===== src/rtl/pmod_butled_ctrl.sv =====
// 4-button / 4-LED PMOD controller: sync, debounce, W1C events, irq, PWM/echo LEDs.
// Ports: clk, reset (async active-low), wr/rd/addr/wdata/rdata bus, irq, btn_raw in, led_out.
module pmod_butled_ctrl #(
  parameter int DEBOUNCE_CYC = 50000,
  parameter int PWM_BITS     = 8
) (
  input  logic        clk,
  input  logic        reset,
  input  logic        wr,
  input  logic        rd,
  input  logic [1:0]  addr,
  input  logic [31:0] wdata,
  output logic [31:0] rdata,
  output logic        irq,
  input  logic [3:0]  btn_raw,
  output logic [3:0]  led_out
);

  localparam int CW = $clog2(DEBOUNCE_CYC);
  localparam logic [CW-1:0] CNT_MAX = CW'(DEBOUNCE_CYC - 1);

  localparam logic [1:0] A_STATUS = 2'd0;
  localparam logic [1:0] A_EVENT  = 2'd1;
  localparam logic [1:0] A_CTRL   = 2'd2;
  localparam logic [1:0] A_DUTY   = 2'd3;

  logic [3:0]          sync1;
  logic [3:0]          sbtn;
  logic [3:0]          stable;
  logic [CW-1:0]       cnt [4];
  logic [CW-1:0]       cnt_nx [4];
  logic [3:0]          upd;
  logic [3:0]          press_set;
  logic [3:0]          rel_set;
  logic [3:0]          evt_press;
  logic [3:0]          evt_rel;
  logic [4:0]          ctrl;
  logic [31:0]         duty;
  logic [PWM_BITS-1:0] pwm_cnt;
  logic [3:0]          led_pwm;
  logic [3:0]          clr_press;
  logic [3:0]          clr_rel;
  logic                wr_evt;

  always_ff @(posedge clk or negedge reset) begin
    if (!reset) begin
      sync1 <= '0;
      sbtn  <= '0;
    end else begin
      sync1 <= btn_raw;
      sbtn  <= sync1;
    end
  end

  // A level is accepted only after the counter has seen it differ
  // for DEBOUNCE_CYC consecutive cycles.
  always_comb begin
    upd = '0;
    for (int i = 0; i < 4; i++) begin
      cnt_nx[i] = '0;
      if (sbtn[i] != stable[i]) begin
        if (cnt[i] == CNT_MAX) begin
          upd[i] = 1'b1;
        end else begin
          cnt_nx[i] = cnt[i] + CW'(1);
        end
      end
    end
  end

  assign press_set = upd & sbtn;
  assign rel_set   = upd & ~sbtn;

  always_ff @(posedge clk or negedge reset) begin
    if (!reset) begin
      stable <= '0;
      for (int i = 0; i < 4; i++) cnt[i] <= '0;
    end else begin
      stable <= (stable & ~upd) | (sbtn & upd);
      for (int i = 0; i < 4; i++) cnt[i] <= cnt_nx[i];
    end
  end

  assign wr_evt    = wr && (addr == A_EVENT);
  assign clr_press = wr_evt ? wdata[3:0] : 4'd0;
  assign clr_rel   = wr_evt ? wdata[7:4] : 4'd0;

  // Hardware set is OR-ed after the clear, so set wins a tie.
  always_ff @(posedge clk or negedge reset) begin
    if (!reset) begin
      evt_press <= '0;
      evt_rel   <= '0;
    end else begin
      evt_press <= (evt_press & ~clr_press) | press_set;
      evt_rel   <= (evt_rel & ~clr_rel) | rel_set;
    end
  end

  always_ff @(posedge clk or negedge reset) begin
    if (!reset) begin
      ctrl <= '0;
      duty <= '0;
    end else if (wr) begin
      if (addr == A_CTRL) ctrl <= wdata[4:0];
      if (addr == A_DUTY) duty <= wdata;
    end
  end

  // Reads sample the registers before any same-cycle write lands.
  always_ff @(posedge clk or negedge reset) begin
    if (!reset) begin
      rdata <= '0;
    end else if (rd) begin
      unique case (addr)
        A_STATUS: rdata <= {28'd0, stable};
        A_EVENT:  rdata <= {24'd0, evt_rel, evt_press};
        A_CTRL:   rdata <= {27'd0, ctrl};
        A_DUTY:   rdata <= duty;
        default:  rdata <= '0;
      endcase
    end
  end

  always_ff @(posedge clk or negedge reset) begin
    if (!reset) begin
      irq <= 1'b0;
    end else begin
      irq <= |(evt_press & ctrl[3:0]);
    end
  end

  always_comb begin
    led_pwm = '0;
    for (int i = 0; i < 4; i++) begin
      led_pwm[i] = pwm_cnt < duty[8*i +: PWM_BITS];
    end
  end

  always_ff @(posedge clk or negedge reset) begin
    if (!reset) begin
      pwm_cnt <= '0;
      led_out <= '0;
    end else begin
      pwm_cnt <= pwm_cnt + PWM_BITS'(1);
      led_out <= ctrl[4] ? stable : led_pwm;
    end
  end

endmodule


===== config.mk =====
export PLATFORM = sky130hd
export DESIGN_NAME = pmod_butled_ctrl
export DESIGN_NICKNAME = d
export VERILOG_FILES = /design/src/rtl/pmod_butled_ctrl.sv
export SDC_FILE = /design/constraint.sdc
export NUM_CORES = 1
export LEC_CHECK = 0
export BUFFER_PORTS_ARGS = -buffer_cell sky130_fd_sc_hd__buf_2
export CAP_MARGIN = 20
export CORE_UTILIZATION = 45
export CTS_CLUSTER_SIZE = 10
export DETAILED_ROUTE_END_ITERATION = 7
export GPL_ROUTABILITY_DRIVEN = 0
export PLACE_DENSITY = 0.74
export SETUP_SLACK_MARGIN = 0.3
export SLEW_MARGIN = 20
export SYNTH_ARGS = -nofsm -noshare
export SYNTH_HDL_FRONTEND = slang
export SYNTH_SLANG_ARGS = --single-unit

===== constraint.sdc =====
create_clock -name clk -period 2.25 [get_ports clk]
set_input_delay 0.225 -clock clk [delete_from_list [all_inputs] [get_ports clk]]
set_output_delay 0.225 -clock clk [all_outputs]
set_load 0.05 [all_outputs]

==> flow_summary.yaml <==
logic_synthesis:
  synthDistinctLibCells: 46
  ys_seq_area_share_pct: 53.0
  ys_ff_latch: 166
  syn_inst: 748
  synth_flop_cell: "dfrtp_1"
  synth_area_um2: 7840
  synth_edf_count: 0
  avgSynthCellArea_um2: 10.5
  syn_nets: 823
  synth_async_sr_flop_share_pct: 100
  yosys_warnings: 0
global_route:
  track_usage_pct: 19.4
  antenna_found_initial: 0
  grt_pass1_vias: 5542
  overflow: 0
  grt_first_pass_wirelength_um: 27100
  grt_max_degree: 73
detailed_routing:
  drt_pass1_iterations: 6
  drt_iter0_drc: 401
  via_count: 5624
  wl_um: 16000
  vias_per_cell: 5.23
  post_drt_wl_per_cell_um: 14.9
  drc_errors: 0
  ant_nets: 0
floorplanning:
  rows: 47
  fp.dieArea_um2: 18000
  io_pins: 79
  die_h_um: 134
  core_um2: 16800
  initial_core_util_pct: 46.6
  die_x_um: 134
critical_path:
  cp_max_fo: 14
  ff2ff_path_depth: 5
  reg2reg_setup_slack_ps: 440
  critPathKind: "reg -> reg"
  critical_path.startpoint_type: "flop"
  crit_path_end_kind: "flop"
  rr_startpoint: "cnt[48]"
  rr_endpoint: "cnt[51]"
  worstPathRequired_ps: 2540
  cp.arrival_ps: 2100
power_and_ir_drop:
  clkPwrFrac_pct: 38.7
  combPwrFrac_pct: 14.3
  peakVddDrop_mv: 0.592
  leakagePower_nw: 4.22
  p_int_mw: 5.28
  p_seq_share_pct: 47.0
  power.density_nw_per_um2: 788
  switching_power_mw: 1.96
  switching_share_pct: 27.0
finish:
  final_cell_mix: "166 x dfrtp_1, 77 x buf_2, 73 x nand2_1"
  fillerInstances: 1465
  syn2layout_area_growth_pct: 17.2
  final_nets: 918
  finalInstanceArea_um2: 9190
  drive_above_1_share_pct: 18.2
  final_common_cell: "dfrtp_1"
  antenna_cells: 0
  instances_no_fill: 1075
  fin_util_pct: 54.6
min_path:
  hp-class: "in -> reg"
  hp-start: "wdata[27]"
  min_to: "duty[27]"
  whs_path_depth: 2
timing:
  hold_viol_final: 0
  setup_tns_ps: 0
  period_share_pct: 80.6
  max_freq_mhz: 552
  rsz0062_at_grt: "no"
  slew_headroom_pct: 55.5
  min_period_ps: 1810
  setup_viol: 0
  fin_skew_ps: 8.21
  slew_violations: 0
  tightestPinTransition_ps: 667
clocking:
  clk_path_buf_depth: 2
  cts_made_buffers: 17
  post_cts_resized: 0
  clk-insertion-delay-late_ps: 430
  h-tree-depth: 4
  clock_sinks: 166
  cts_tree: "done"
  cts.clk_slew.worst_paths_ps: 60
  cts_setup_buffers: 0
  root_buffer: "clkbuf_16"
placement:
  dp_hpwl_um: 11300
  place.port_buffers: 78
  dp.cells: 1037
  post_dp_cell_area_um2: 8550
flow_run:
  drv_cap: 0
run_status:
  status: "finished clean"
[kinds of logic (layout without fill, tap and decap cells)]
family,count (synthesis),after routing,share of synthesized area (%)
multiplexers,53,53,8.14
XOR/XNOR,59,59,6.59
AO/OA/AOI/OAI,74,74,5.19
buffers and inverters,89,196,4.31
flip-flops,166,166,53.0
AND/OR/NAND/NOR,274,274,17.5
adder cells (fa/ha/maj),33,33,5.26
[flip-flops by register name, indices dropped and copies added, names as in the netlist, named ones only]
name / flops
irq: 1
evt_rel: 4
cnt: 64
led_out: 4
duty: 32
pwm_cnt: 8
evt_press: 4
rdata: 32
ctrl: 5
sbtn: 4
sync1: 4
[critical path: stages, from the launching register on]
cell and delay, ps:
dfrtp_1 390, ha_1 230, nand3_1 190, nand4b_1 330
nand2_1 430, nor2_1 110
[timing repair]
action                     in CTS  in global routing
hold endpoints to repair       73                  0
hold buffers                    7                  0
setup endpoints to repair       0                  0
[final cells by class]
type	instances	area [µm²]	share of cell area, %
sequential	166	4150	45.2
multi-input combinational	493	3350	36.5
timing repair buffer	95	579	6.30
clock buffer	23	468	5.09
tap	220	275	3.00
inverter	70	263	2.86
clock inverter	8	98.8	1.08
[cell usage after synthesis, types with 2 or more instances]
cell type / count / share of area [%]
inv_1: 70 / 3.4
a22oi_1: 2 / 0.19
o21ai_0: 42 / 2.7
xnor2_1: 52 / 5.8
buf_1: 3 / 0.14
a21o_1: 3 / 0.29
nand4_1: 21 / 1.7
nor4_1: 18 / 1.4
a211oi_1: 3 / 0.29
or2_2: 2 / 0.16
or3_1: 4 / 0.32
nand2b_1: 11 / 0.88
mux4_2: 4 / 1.1
xor2_1: 7 / 0.78
mux2_2: 31 / 4.5
a21oi_1: 16 / 1.0
mux2i_1: 3 / 0.38
nor3_1: 14 / 0.89
mux2_1: 15 / 2.2
nand3_1: 23 / 1.5
nand2_1: 73 / 3.5
o22ai_1: 3 / 0.24
nor4bb_1: 5 / 0.64
ha_1: 33 / 5.3
buf_2: 3 / 0.19
dfrtp_1: 166 / 53
clkbuf_1: 13 / 0.62
nor2_1: 70 / 3.4
nor4b_1: 4 / 0.45
and3_1: 18 / 1.4
[layer usage]
metal / GRT usage, % / part of all wire [%] / routed length, µm
met5: 0 / 0 / 0
met4: 8.18 / 2.2 / 348
met3: 4.27 / 3.7 / 597
met2: 31.4 / 49 / 7820
met1: 25.2 / 45 / 7200
[worst max-delay path by stage]
stage | startpoint | end | slack [ps] | depth (start not counted)
floorplan | cnt[5] | cnt[15] | 640 | 4
global placement | cnt[48] | cnt[60] | 550 | 5
detailed placement | cnt[48] | cnt[53] | 460 | 5
CTS | cnt[26] | cnt[19] | 400 | 4
global route | cnt[26] | cnt[19] | 300 | 4
finish | cnt[48] | cnt[51] | 440 | 5
[power by group through the flow]
stage	combinational (mW)	clock, mW	sequential [mW]
2_1_floorplan	0.436	0	3.70
3_3_place_gp	1.01	0	3.44
3_5_place_dp	1.04	0	3.45
4_1_cts	1.05	2.87	3.40
5_1_grt	1.15	3.00	3.43
6_report	1.04	2.80	3.40
[through the flow]
stage                     hold slack [ps]  total power, mW  setup WS (ps)
after global placement                293             4.45            553
after floorplan                     -70.6             4.13            639
after CTS                            4.46             7.32            404
after global routing                 13.2             7.58            304
after detailed placement              292             4.49            464
final                                21.6             7.24            437
No activity file was read; power rests on OpenSTA's default activity.
